`src/rtl/if_stage_pkg.sv`:
```
// Shared fetch-pipeline definitions: redirect encodings, bubble word, fetch FSM states.
package if_stage_pkg;

  localparam logic [1:0] PC_SRC_SEQ = 2'b00;
  localparam logic [1:0] PC_SRC_BR  = 2'b01;
  localparam logic [1:0] PC_SRC_J   = 2'b10;
  localparam logic [1:0] PC_SRC_JR  = 2'b11;

  localparam logic [31:0] NOP_INS_DEFAULT = 32'h0000_0000;

  typedef enum logic [1:0] {
    REQ,
    HOLD,
    DROP
  } fetch_state_t;

endpackage

```
`src/rtl/if_stage_next_pc_sel.sv`:
```
// Redirect target mux: branch target, jump into current 256 MB region, or jr register.
module next_pc_sel
  import if_stage_pkg::*;
(
  input  logic [1:0]  i_pc_src,
  input  logic [31:0] i_branch,
  input  logic [27:0] i_offset28,
  input  logic [31:0] i_rs,
  input  logic [31:0] i_pc_4,
  output logic [31:0] o_target
);

  always_comb begin
    case (i_pc_src)
      PC_SRC_BR: o_target = i_branch;
      PC_SRC_J:  o_target = {i_pc_4[31:28], i_offset28};
      PC_SRC_JR: o_target = i_rs;
      default:   o_target = i_pc_4;
    endcase
  end

endmodule

```
`src/rtl/if_stage.sv`:
```
// MIPS instruction-fetch stage: PC, single-outstanding imem handshake, IF/ID register.
// Optional performance counters are enabled by defining IF_PERF_CNT_EN.
module if_stage
  import if_stage_pkg::*;
#(
  parameter logic [31:0] RESET_PC = 32'h0000_0000,
  parameter logic [31:0] NOP_INS  = NOP_INS_DEFAULT
) (
  input  logic        clk,
  input  logic        reset,
  input  logic        stall,
  input  logic [1:0]  pc_src,
  input  logic [31:0] branch,
  input  logic [27:0] offset28,
  input  logic [31:0] rs,
  input  logic        if_flush,
  output logic        imem_req,
  output logic [31:0] imem_addr,
  input  logic [31:0] imem_rdata,
  input  logic        imem_ready,
  output logic [31:0] pc_4_out,
  output logic [31:0] ins_out,
  output logic        ifid_valid
`ifdef IF_PERF_CNT_EN
  ,
  output logic [31:0] perf_fetch,
  output logic [31:0] perf_squash,
  output logic [31:0] perf_wait
`endif
);

  fetch_state_t r_state;
  logic [31:0]  r_pc;
  logic [31:0]  r_pc_tgt;
  logic [31:0]  r_hold_ins;
  logic [31:0]  r_ins;
  logic [31:0]  r_pc_4;
  logic         r_valid;

  logic         w_redir;
  logic         w_deliver;
  logic [31:0]  w_target;
  logic [31:0]  w_word;
  logic [31:0]  w_word_pc_4;

  // A held decode instruction has not made its final decision, so redirects wait.
  assign w_redir = if_flush & (pc_src != PC_SRC_SEQ) & ~stall;

  next_pc_sel u_next_pc_sel (
    .i_pc_src   (pc_src),
    .i_branch   (branch),
    .i_offset28 (offset28),
    .i_rs       (rs),
    .i_pc_4     (r_pc_4),
    .o_target   (w_target)
  );

  // In HOLD the PC has already advanced past the buffered word, so it is that word's PC+4.
  always_comb begin
    w_deliver   = 1'b0;
    w_word      = imem_rdata;
    w_word_pc_4 = r_pc + 32'd4;
    case (r_state)
      REQ:  w_deliver = imem_ready & ~stall & ~w_redir;
      HOLD: begin
        w_deliver   = ~stall & ~w_redir;
        w_word      = r_hold_ins;
        w_word_pc_4 = r_pc;
      end
      default: w_deliver = 1'b0;
    endcase
  end

  always_ff @(posedge clk) begin
    if (reset) begin
      r_state    <= REQ;
      r_pc       <= RESET_PC;
      r_pc_tgt   <= RESET_PC;
      r_hold_ins <= NOP_INS;
      r_ins      <= NOP_INS;
      r_pc_4     <= 32'd0;
      r_valid    <= 1'b0;
    end else begin
      case (r_state)
        REQ: begin
          if (imem_ready) begin
            if (w_redir) begin
              r_pc <= w_target;
            end else begin
              r_pc <= r_pc + 32'd4;
              if (stall) begin
                r_hold_ins <= imem_rdata;
                r_state    <= HOLD;
              end
            end
          end else if (w_redir) begin
            r_pc_tgt <= w_target;
            r_state  <= DROP;
          end
        end
        HOLD: begin
          if (!stall) begin
            if (w_redir) r_pc <= w_target;
            r_state <= REQ;
          end
        end
        DROP: begin
          if (imem_ready) begin
            r_pc    <= w_redir ? w_target : r_pc_tgt;
            r_state <= REQ;
          end else if (w_redir) begin
            r_pc_tgt <= w_target;
          end
        end
        default: r_state <= REQ;
      endcase

      if (!stall) begin
        if (w_deliver) begin
          r_ins   <= w_word;
          r_pc_4  <= w_word_pc_4;
          r_valid <= 1'b1;
        end else begin
          r_ins   <= NOP_INS;
          r_valid <= 1'b0;
        end
      end
    end
  end

  assign imem_req   = (r_state != HOLD);
  assign imem_addr  = r_pc;
  assign pc_4_out   = r_pc_4;
  assign ins_out    = r_ins;
  assign ifid_valid = r_valid;

`ifdef IF_PERF_CNT_EN
  logic [31:0] r_perf_fetch;
  logic [31:0] r_perf_squash;
  logic [31:0] r_perf_wait;
  logic        w_squash;
  logic        w_wait;

  assign w_squash = ((r_state == REQ)  & imem_ready & w_redir) |
                    ((r_state == HOLD) & ~stall & w_redir) |
                    ((r_state == DROP) & imem_ready);
  assign w_wait   = imem_req & ~imem_ready;

  always_ff @(posedge clk) begin
    if (reset) begin
      r_perf_fetch  <= 32'd0;
      r_perf_squash <= 32'd0;
      r_perf_wait   <= 32'd0;
    end else begin
      if (w_deliver && r_perf_fetch != 32'hFFFF_FFFF) r_perf_fetch <= r_perf_fetch + 32'd1;
      if (w_squash && r_perf_squash != 32'hFFFF_FFFF) r_perf_squash <= r_perf_squash + 32'd1;
      if (w_wait && r_perf_wait != 32'hFFFF_FFFF) r_perf_wait <= r_perf_wait + 32'd1;
    end
  end

  assign perf_fetch  = r_perf_fetch;
  assign perf_squash = r_perf_squash;
  assign perf_wait   = r_perf_wait;
`endif

endmodule
```
`config.mk`:
```
export PLATFORM = sky130hd
export DESIGN_NAME = if_stage
export DESIGN_NICKNAME = d
export VERILOG_FILES = /design/src/rtl/if_stage_pkg.sv /design/src/rtl/if_stage_next_pc_sel.sv /design/src/rtl/if_stage.sv
export SDC_FILE = /design/constraint.sdc
export NUM_CORES = 1
export LEC_CHECK = 0
export BUFFER_PORTS_ARGS = -buffer_cell sky130_fd_sc_hd__buf_4
export CAP_MARGIN = 20
export CELL_PAD_IN_SITES_DETAIL_PLACEMENT = 1
export CELL_PAD_IN_SITES_GLOBAL_PLACEMENT = 1
export CORE_MARGIN = 2
export CORE_UTILIZATION = 30
export DETAILED_ROUTE_END_ITERATION = 10
export HOLD_SLACK_MARGIN = 0.12
export PLACE_DENSITY = 0.66
export SLEW_MARGIN = 20
export SYNTH_ARGS = -nofsm -noshare
export SYNTH_HDL_FRONTEND = slang
export SYNTH_SLANG_ARGS = --single-unit
```
`constraint.sdc`:
```
create_clock -name clk -period 5.5 [get_ports clk]
set_clock_uncertainty 0.05 [all_clocks]
set_input_delay 0.55 -clock clk [delete_from_list [all_inputs] [get_ports clk]]
set_output_delay 0.55 -clock clk [all_outputs]
set_load 0.05 [all_outputs]
```
==> impl_metrics.tcl, run 1 <==
set metrics [dict create \
    run_status "completed" \
    period_needed_ns 3.31 \
    slowest_stage "sky130_fd_sc_hd__nor3_2" \
    post_synth_num_cell_types 74 \
    multi_input_area_um2 5460 \
    synthesis.nets 1238 \
    die-area_um2 32100 \
    postRouteWirelength_mm 35.5 \
    critical_path.startpoint_type "flop" \
    start_util 0.302 \
    timing.critical_path.fanout_max 15 \
    p_leak_nw 4.25 \
    cts_inserted_buffers 17 \
    synthTopCellsByArea "sky130_fd_sc_hd__dfxtp_1 35%, sky130_fd_sc_hd__nand2_1 7.3%, sky130_fd_sc_hd__mux4_2 6.6%" \
    drv_cap 0 \
    globalRouteOverflowTotal 0 \
    min_period_over_period 0.602 \
    hpwl_mm 24.2 \
    tritoncts "built" \
    antenna_cells_inserted 0 \
    grt_antenna_before_repair 1 \
    num-nets-final 1398 \
    synth_seq_cells 163 \
    met3_wire_length_mm 2.74 \
    timing.critical_path.to_type "flop" \
    cts.reportedPaths.clkPinSlew_ns 0.08 \
    route.top_layer_used "met5" \
    power-per-cell-area_nw_per_um2 304 \
    io_buffer_count 228 \
    synthesis.area_um2 9200 \
    path_buf_inv 3 \
    synthesis.yosys.warnings 0 \
    timing.fmax_mhz 302 \
    netlist_instances 1102 \
    grt.total_usage 0.221 \
    synth_top_area_share 0.355 \
    layout-drive-gt1-share 0.293 \
    cts.repair_timing.setup_buffer_count 0 \
    edff_count_synth 0 \
    antenna_violation_net_count_after_detailed_routing 0 \
    vias 9323 \
    clock-sinks 163 \
    seq_area_frac_synth 0.355 \
    drv_slew 0 \
    synth.avg_cell_area_um2 8.35 \
    grt_start_max_net_pins 62 \
    place_congestion 0.810 \
    first_global_vias 9405 \
    cp_data_arrival_time_ns 3.63 \
    dr.first_iter.drc_count 592 \
    drc 0 \
    ios 229 \
    chipHeight_um 179 \
    syn2layout_area_growth_pct 27.2 \
    drtPass1Iterations 5 \
    timing_worst_setup_path_type "reg2reg" \
    slew-limit-headroom 0.318 \
    cts_max_path_buffers 2 \
    fp-row-count 64 \
    clock_tree.htree_level_count 4 \
    first_pass_grt_wire_length_mm 54.8 \
    wl_per_cell_um 21.3 \
    max_slew.worst_pin.slew_ns 1.02 \
    die_width_um 179 \
    path_delay_family "simple AND/OR/NAND/NOR gates" \
    seqCellArea_um2 3260 \
    hold_violations 0 \
    m1WireLength_mm 15.8 \
    cp_cell_sequence "inv_1 > ha_1 > buf_4 > inv_1 > nor3_2 > o21ai_0 > a2111oi_0 > a311o_1" \
    netlist.top_cell.by_area "sky130_fd_sc_hd__dfxtp_1" \
    ys_async_sr_fraction 0 \
    critical_path.most_common_cell "sky130_fd_sc_hd__inv_1" \
    report.final.setup_viol 0 \
    layout.filler_cells 3644 \
    postCtsHoldBufs 0 \
    grt_setup_unrepaired "false" \
    class_of_the_worst_hold_path "in2reg" \
    post_cts_resize_count 0 \
    post-layout-total-power_mw 3.56 \
    ir_worst_vdd_v 0.000223 \
    cts_root_buffer "sky130_fd_sc_hd__clkbuf_16" \
    synth-main-ff-cell "sky130_fd_sc_hd__dfxtp_1" \
    setup_total_negative_slack_ns 0 \
    critical_path_required_ns 5.82 \
    insertion_delay_ns 0.44 \
    crit_path_max_incr_delay_ns 0.88 \
    detail_route.vias_per_cell 5.58 \
    fp.coreArea_um2 30400 \
    wl_met2_mm 16.4 \
]
[per-stage QoR]
| stage | hold slack (ns) | area [um^2] | setup slack, ns | std cells | utilization |
|---|---|---|---|---|---|
| final | 0.311 | 11700 | 2.19 | 1671 | 0.385 |
| after global placement | 0.389 | 11100 | 2.13 | 1639 | 0.366 |
| after floorplan | 0.383 | 9200 | 2.88 | 1102 | - |
| after detailed placement | 0.397 | 11100 | 2.05 | 1639 | 0.366 |
| after CTS | 0.295 | 11700 | 2.19 | 1671 | 0.385 |
| after global routing | 0.304 | 11700 | 1.95 | 1671 | 0.385 |
[final timing paths]
check | startpoint | end | slack, ns | depth (start not counted)
worst max-delay path | r_state[0] | imem_addr[10] | 2.19 | 8
worst min-delay path | imem_rdata[9] | r_hold_ins[9] | 0.31 | 3
worst max register to register | r_state[0] | imem_addr[10] | 2.19 | 8
worst min register to register | r_hold_ins[0] | r_hold_ins[0] | 0.40 | 2
[synth_stat cells (6+ instances only)]
| library cell | number |
|---|---|
| sky130_fd_sc_hd__nand2_1 | 180 |
| sky130_fd_sc_hd__dfxtp_1 | 163 |
| sky130_fd_sc_hd__a21oi_1 | 104 |
| sky130_fd_sc_hd__nor2_1 | 82 |
| sky130_fd_sc_hd__clkbuf_1 | 65 |
| sky130_fd_sc_hd__o21ai_0 | 48 |
| sky130_fd_sc_hd__a22oi_1 | 34 |
| sky130_fd_sc_hd__mux2_2 | 34 |
| sky130_fd_sc_hd__nand3_1 | 32 |
| sky130_fd_sc_hd__xnor2_1 | 32 |
| sky130_fd_sc_hd__mux4_2 | 27 |
| sky130_fd_sc_hd__nor3_1 | 26 |
| sky130_fd_sc_hd__buf_2 | 21 |
| sky130_fd_sc_hd__a211oi_1 | 20 |
| sky130_fd_sc_hd__mux2i_1 | 13 |
| sky130_fd_sc_hd__buf_1 | 12 |
| sky130_fd_sc_hd__or3_1 | 12 |
| sky130_fd_sc_hd__o21ai_1 | 11 |
| sky130_fd_sc_hd__a2111oi_0 | 10 |
| sky130_fd_sc_hd__o31ai_1 | 10 |
| sky130_fd_sc_hd__a21o_1 | 9 |
| sky130_fd_sc_hd__inv_1 | 9 |
| sky130_fd_sc_hd__a31oi_1 | 8 |
| sky130_fd_sc_hd__nand4_1 | 8 |
| sky130_fd_sc_hd__nor4_1 | 8 |
| sky130_fd_sc_hd__and3_1 | 7 |
| sky130_fd_sc_hd__a221oi_1 | 6 |
| sky130_fd_sc_hd__a311oi_1 | 6 |
| sky130_fd_sc_hd__and2_1 | 6 |
| sky130_fd_sc_hd__nor4_2 | 6 |
| sky130_fd_sc_hd__o211ai_1 | 6 |
[where the power goes]
group | total, mW | internal, mW | switching (mW)
Clock | 1.21 | 0.638 | 0.574
Sequential | 1.37 | 1.26 | 0.112
Combinational | 0.979 | 0.360 | 0.619
Total | 3.56 | 2.26 | 1.31
[worst register-to-register path, cell delays in order, from the launching register on]
cell and delay, ns:
sky130_fd_sc_hd__dfxtp_1 0.38, sky130_fd_sc_hd__inv_1 0.11, sky130_fd_sc_hd__ha_1 0.49, sky130_fd_sc_hd__buf_4 0.33
sky130_fd_sc_hd__inv_1 0.22, sky130_fd_sc_hd__nor3_2 0.88, sky130_fd_sc_hd__o21ai_0 0.17, sky130_fd_sc_hd__a2111oi_0 0.44
sky130_fd_sc_hd__a311o_1 0.18
[cell families after synthesis]
| kind of cell | count (synthesis) | synth area share |
|---|---|---|
| buffers and inverters | 119 | 0.0570 |
| adders and majority gates | 5 | 0.00680 |
| AOI/OAI and AO/OA | 320 | 0.229 |
| DFF | 163 | 0.355 |
| and+or+nand+nor | 387 | 0.198 |
| muxes | 74 | 0.122 |
| xor gates and xnor gates | 34 | 0.0324 |
[registers in the layout (all words and copies together), names as in the netlist]
name        flops
ifid_valid      1
imem_addr      32
ins_out        32
pc_4_out       32
r_pc_tgt       32
r_state         2
r_hold_ins     32
[cell usage in the layout, fill, tap and decap left out, types with 12 or more instances in the layout]
cell type                     n
sky130_fd_sc_hd__buf_4      250
sky130_fd_sc_hd__nand2_1    180
sky130_fd_sc_hd__dfxtp_1    163
sky130_fd_sc_hd__a21oi_1    104
sky130_fd_sc_hd__nor2_1      79
sky130_fd_sc_hd__o21ai_0     48
sky130_fd_sc_hd__a22oi_1     34
sky130_fd_sc_hd__mux2_2      34
sky130_fd_sc_hd__nand3_1     32
sky130_fd_sc_hd__xnor2_1     32
sky130_fd_sc_hd__mux4_2      27
sky130_fd_sc_hd__nor3_1      25
sky130_fd_sc_hd__a211oi_1    20
sky130_fd_sc_hd__clkbuf_16   17
sky130_fd_sc_hd__mux2i_1     13
sky130_fd_sc_hd__or3_1       12
[metal layers]
metal / up-vias / track usage
li1: 4347 / -
met1: 4653 / 0.288
met3: 40 / 0.0640
met5: - / 0
met4: 2 / 0.0561
met2: 281 / 0.358
[final cells by class]
class,count,area share
flip-flops and latches,163,0.279
well taps,396,0.0423
repair buffers,250,0.160
multi-input cells,820,0.466
clock buffers,17,0.0363
inverters,10,0.00321
clock inverters,15,0.0130
(Power assumes the default switching activity.)
==> run 2, diff against run 1 <==
--- a/config.mk
+++ b/config.mk
@@ -13,7 +13,7 @@
 export CORE_UTILIZATION = 30
 export DETAILED_ROUTE_END_ITERATION = 10
 export HOLD_SLACK_MARGIN = 0.12
-export PLACE_DENSITY = 0.66
+export PLACE_DENSITY = 0.68
 export SLEW_MARGIN = 20
 export SYNTH_ARGS = -nofsm -noshare
 export SYNTH_HDL_FRONTEND = slang
==> constraint.sdc (replaced) <==
create_clock -name clk -period 2.7 [get_ports clk]
set_clock_uncertainty 0.05 [all_clocks]
set_input_delay 0.27 -clock clk [delete_from_list [all_inputs] [get_ports clk]]
set_output_delay 0.27 -clock clk [all_outputs]
set_load 0.05 [all_outputs]
==> run 2 against run 1 <==
Routed wire length grew 4.3%. Worst setup slack lost 2.1 ns. Die area is the same. Count of clock-buffer cells in the layout grew 3. Design area grew 6.2%. Combinational power grew 120%. Flip-flop and latch count is the same. Worst hold slack lost 0.013 ns. Highest routed layer is now met4. Maximum frequency grew 29%. Global-route usage grew 0.73 points.
==> impl_metrics.tcl, run 2 (synthesis gave the netlist of run 1 again) <==
set metrics [dict create \
    run_status "completed" \
    chipHeight_um 179 \
    globalRouteOverflowTotal 0 \
    grt_antenna_before_repair 0 \
    layout.filler_cells 3599 \
    met3_wire_length_mm 2.78 \
    first_global_vias 9719 \
    grt_start_max_net_pins 77 \
    power-per-cell-area_nw_per_um2 595 \
    clock-sinks 163 \
    final.hold.worst_slack_ns 0.298 \
    timing_worst_setup_path_type "reg2reg" \
    layout-drive-gt1-share 0.308 \
    timing.critical_path.to_type "flop" \
    num-nets-final 1479 \
    min_period_over_period 0.950 \
    dr.first_iter.drc_count 688 \
    cp_cell_sequence "inv_1 > ha_1 > clkinv_1 > a2111oi_0 > nor3_1 > a221o_1" \
    drc 0 \
    first_pass_grt_wire_length_mm 56.4 \
    postLayoutCellArea_um2 12400 \
    insertion_delay_ns 0.44 \
    antenna_violation_net_count_after_detailed_routing 0 \
    m1WireLength_mm 16.2 \
    report.final.setup_viol 0 \
    critical_path.startpoint_type "flop" \
    place_congestion 0.828 \
    layout_common_cells "294 x sky130_fd_sc_hd__buf_4, 180 x sky130_fd_sc_hd__nand2_1, 163 x sky130_fd_sc_hd__dfxtp_1" \
    grt.total_usage 0.229 \
    final_core_density 0.408 \
    cts_inserted_buffers 17 \
    cts.reportedPaths.clkPinSlew_ns 0.07 \
    timing.fmax_mhz 390 \
    antenna_cells_inserted 0 \
    max_slew.worst_pin.slew_ns 0.745 \
    start_util 0.302 \
    postRouteWirelength_mm 37.1 \
    fp.coreArea_um2 30400 \
    p_leak_nw 4.63 \
    drv_cap 0 \
    slowest_stage "sky130_fd_sc_hd__a2111oi_0" \
    fp-row-count 64 \
    wl_met2_mm 17.4 \
    hpwl_mm 26.3 \
    area_post_placement_um2 11500 \
    tritoncts "built" \
    class_of_the_worst_hold_path "in2reg" \
    cts_root_buffer "sky130_fd_sc_hd__clkbuf_16" \
    ir_worst_vdd_v 0.000323 \
    hold_violations 0 \
    critical_path_required_ns 2.97 \
    ios 229 \
    slew-limit-headroom 0.499 \
    period_needed_ns 2.57 \
    detail_route.vias_per_cell 5.50 \
    path_buf_inv 2 \
    timing.critical_path.fanout_max 14 \
    cts.repair_timing.setup_buffer_count 0 \
    drtPass1Iterations 5 \
    drv_slew 0 \
    route.top_layer_used "met4" \
    die-area_um2 32100 \
    crit_path_max_incr_delay_ns 0.64 \
    cp_data_arrival_time_ns 2.84 \
    syn2layout_area_growth_pct 35.1 \
    path_delay_family "compound AO/OA/AOI/OAI gates" \
    grt_setup_unrepaired "true" \
    vias 9644 \
    wl_per_cell_um 21.2 \
    cts_max_path_buffers 2 \
    io_buffer_count 228 \
    die_width_um 179 \
    final_common_cell "sky130_fd_sc_hd__buf_4" \
    clock_tree.htree_level_count 4 \
]
==> run 2: cell count changes in the layout (fill, tap and decap cells not counted), moves of 2 or more <==
cell / change
sky130_fd_sc_hd__buf_4: +44
sky130_fd_sc_hd__buf_12: +3
sky130_fd_sc_hd__clkinv_2: -2
sky130_fd_sc_hd__nor2_1: +2
sky130_fd_sc_hd__dlygate4sd3_1: +34
sky130_fd_sc_hd__nor2_2: -2
sky130_fd_sc_hd__clkbuf_8: +2
==> run 2: final cells by class <==
class / instances / area, um^2 / share of cell area
multi-input cells: 820 / 5450 / 0.438
flip-flops and latches: 163 / 3260 / 0.263
repair buffers: 331 / 2610 / 0.210
well taps: 396 / 495 / 0.0399
clock buffers: 20 / 457 / 0.0367
clock inverters: 12 / 123 / 0.00987
inverters: 10 / 37.5 / 0.00302
==> run 2: metrics by stage <==
stage	worst slack, ns	setup TNS, ns	std cells	power [mW]
2_1_floorplan	0.0775	0	1102	4.09
3_3_place_gp	0.301	0	1686	4.89
3_5_place_dp	0.162	0	1686	4.93
4_1_cts	0.158	0	1752	7.45
5_1_grt	-0.0151	-0.0151	1752	7.71
6_report	0.135	0	1752	7.40
==> run 2: per-layer routing <==
metal  GRT usage  up-vias
met5           0        -
met4      0.0672        0
met3      0.0581       52
met2       0.376      358
met1       0.294     4726
li1            -     4508
==> run 2: where the power goes <==
part           internal (mW)  switching (mW)
clock                   1.34            1.12
combinational          0.849            1.34
sequential              2.56           0.181
total                   4.75            2.64
==> run 2: what timing repair did <==
item                                    4_1_cts  5_1_grt
hold buffers                                 34        0
endpoints found under the setup margin        0        1
endpoints found under the hold margin        35        0
resized for setup                             0        0
==> run 2: worst reg2reg max path, delay by kind of cell, from the launching register on <==
family,cells,cell delay (ns)
buffers and inverters,2,0.55
AND/OR/NAND/NOR,1,0.12
flip-flops,1,0.46
adder cells (fa/ha/maj),1,0.33
AO/OA/AOI/OAI,2,0.96
==> run 2: worst paths after layout <==
check | from | to | slack (ns) | cells past startpoint
worst max-delay path | r_state[0] | imem_addr[29] | 0.13 | 6
worst min register to register | r_hold_ins[2] | r_hold_ins[2] | 0.40 | 2
worst min-delay path | branch[0] | r_pc_tgt[0] | 0.30 | 4
worst max register to register | r_state[0] | imem_addr[29] | 0.13 | 6
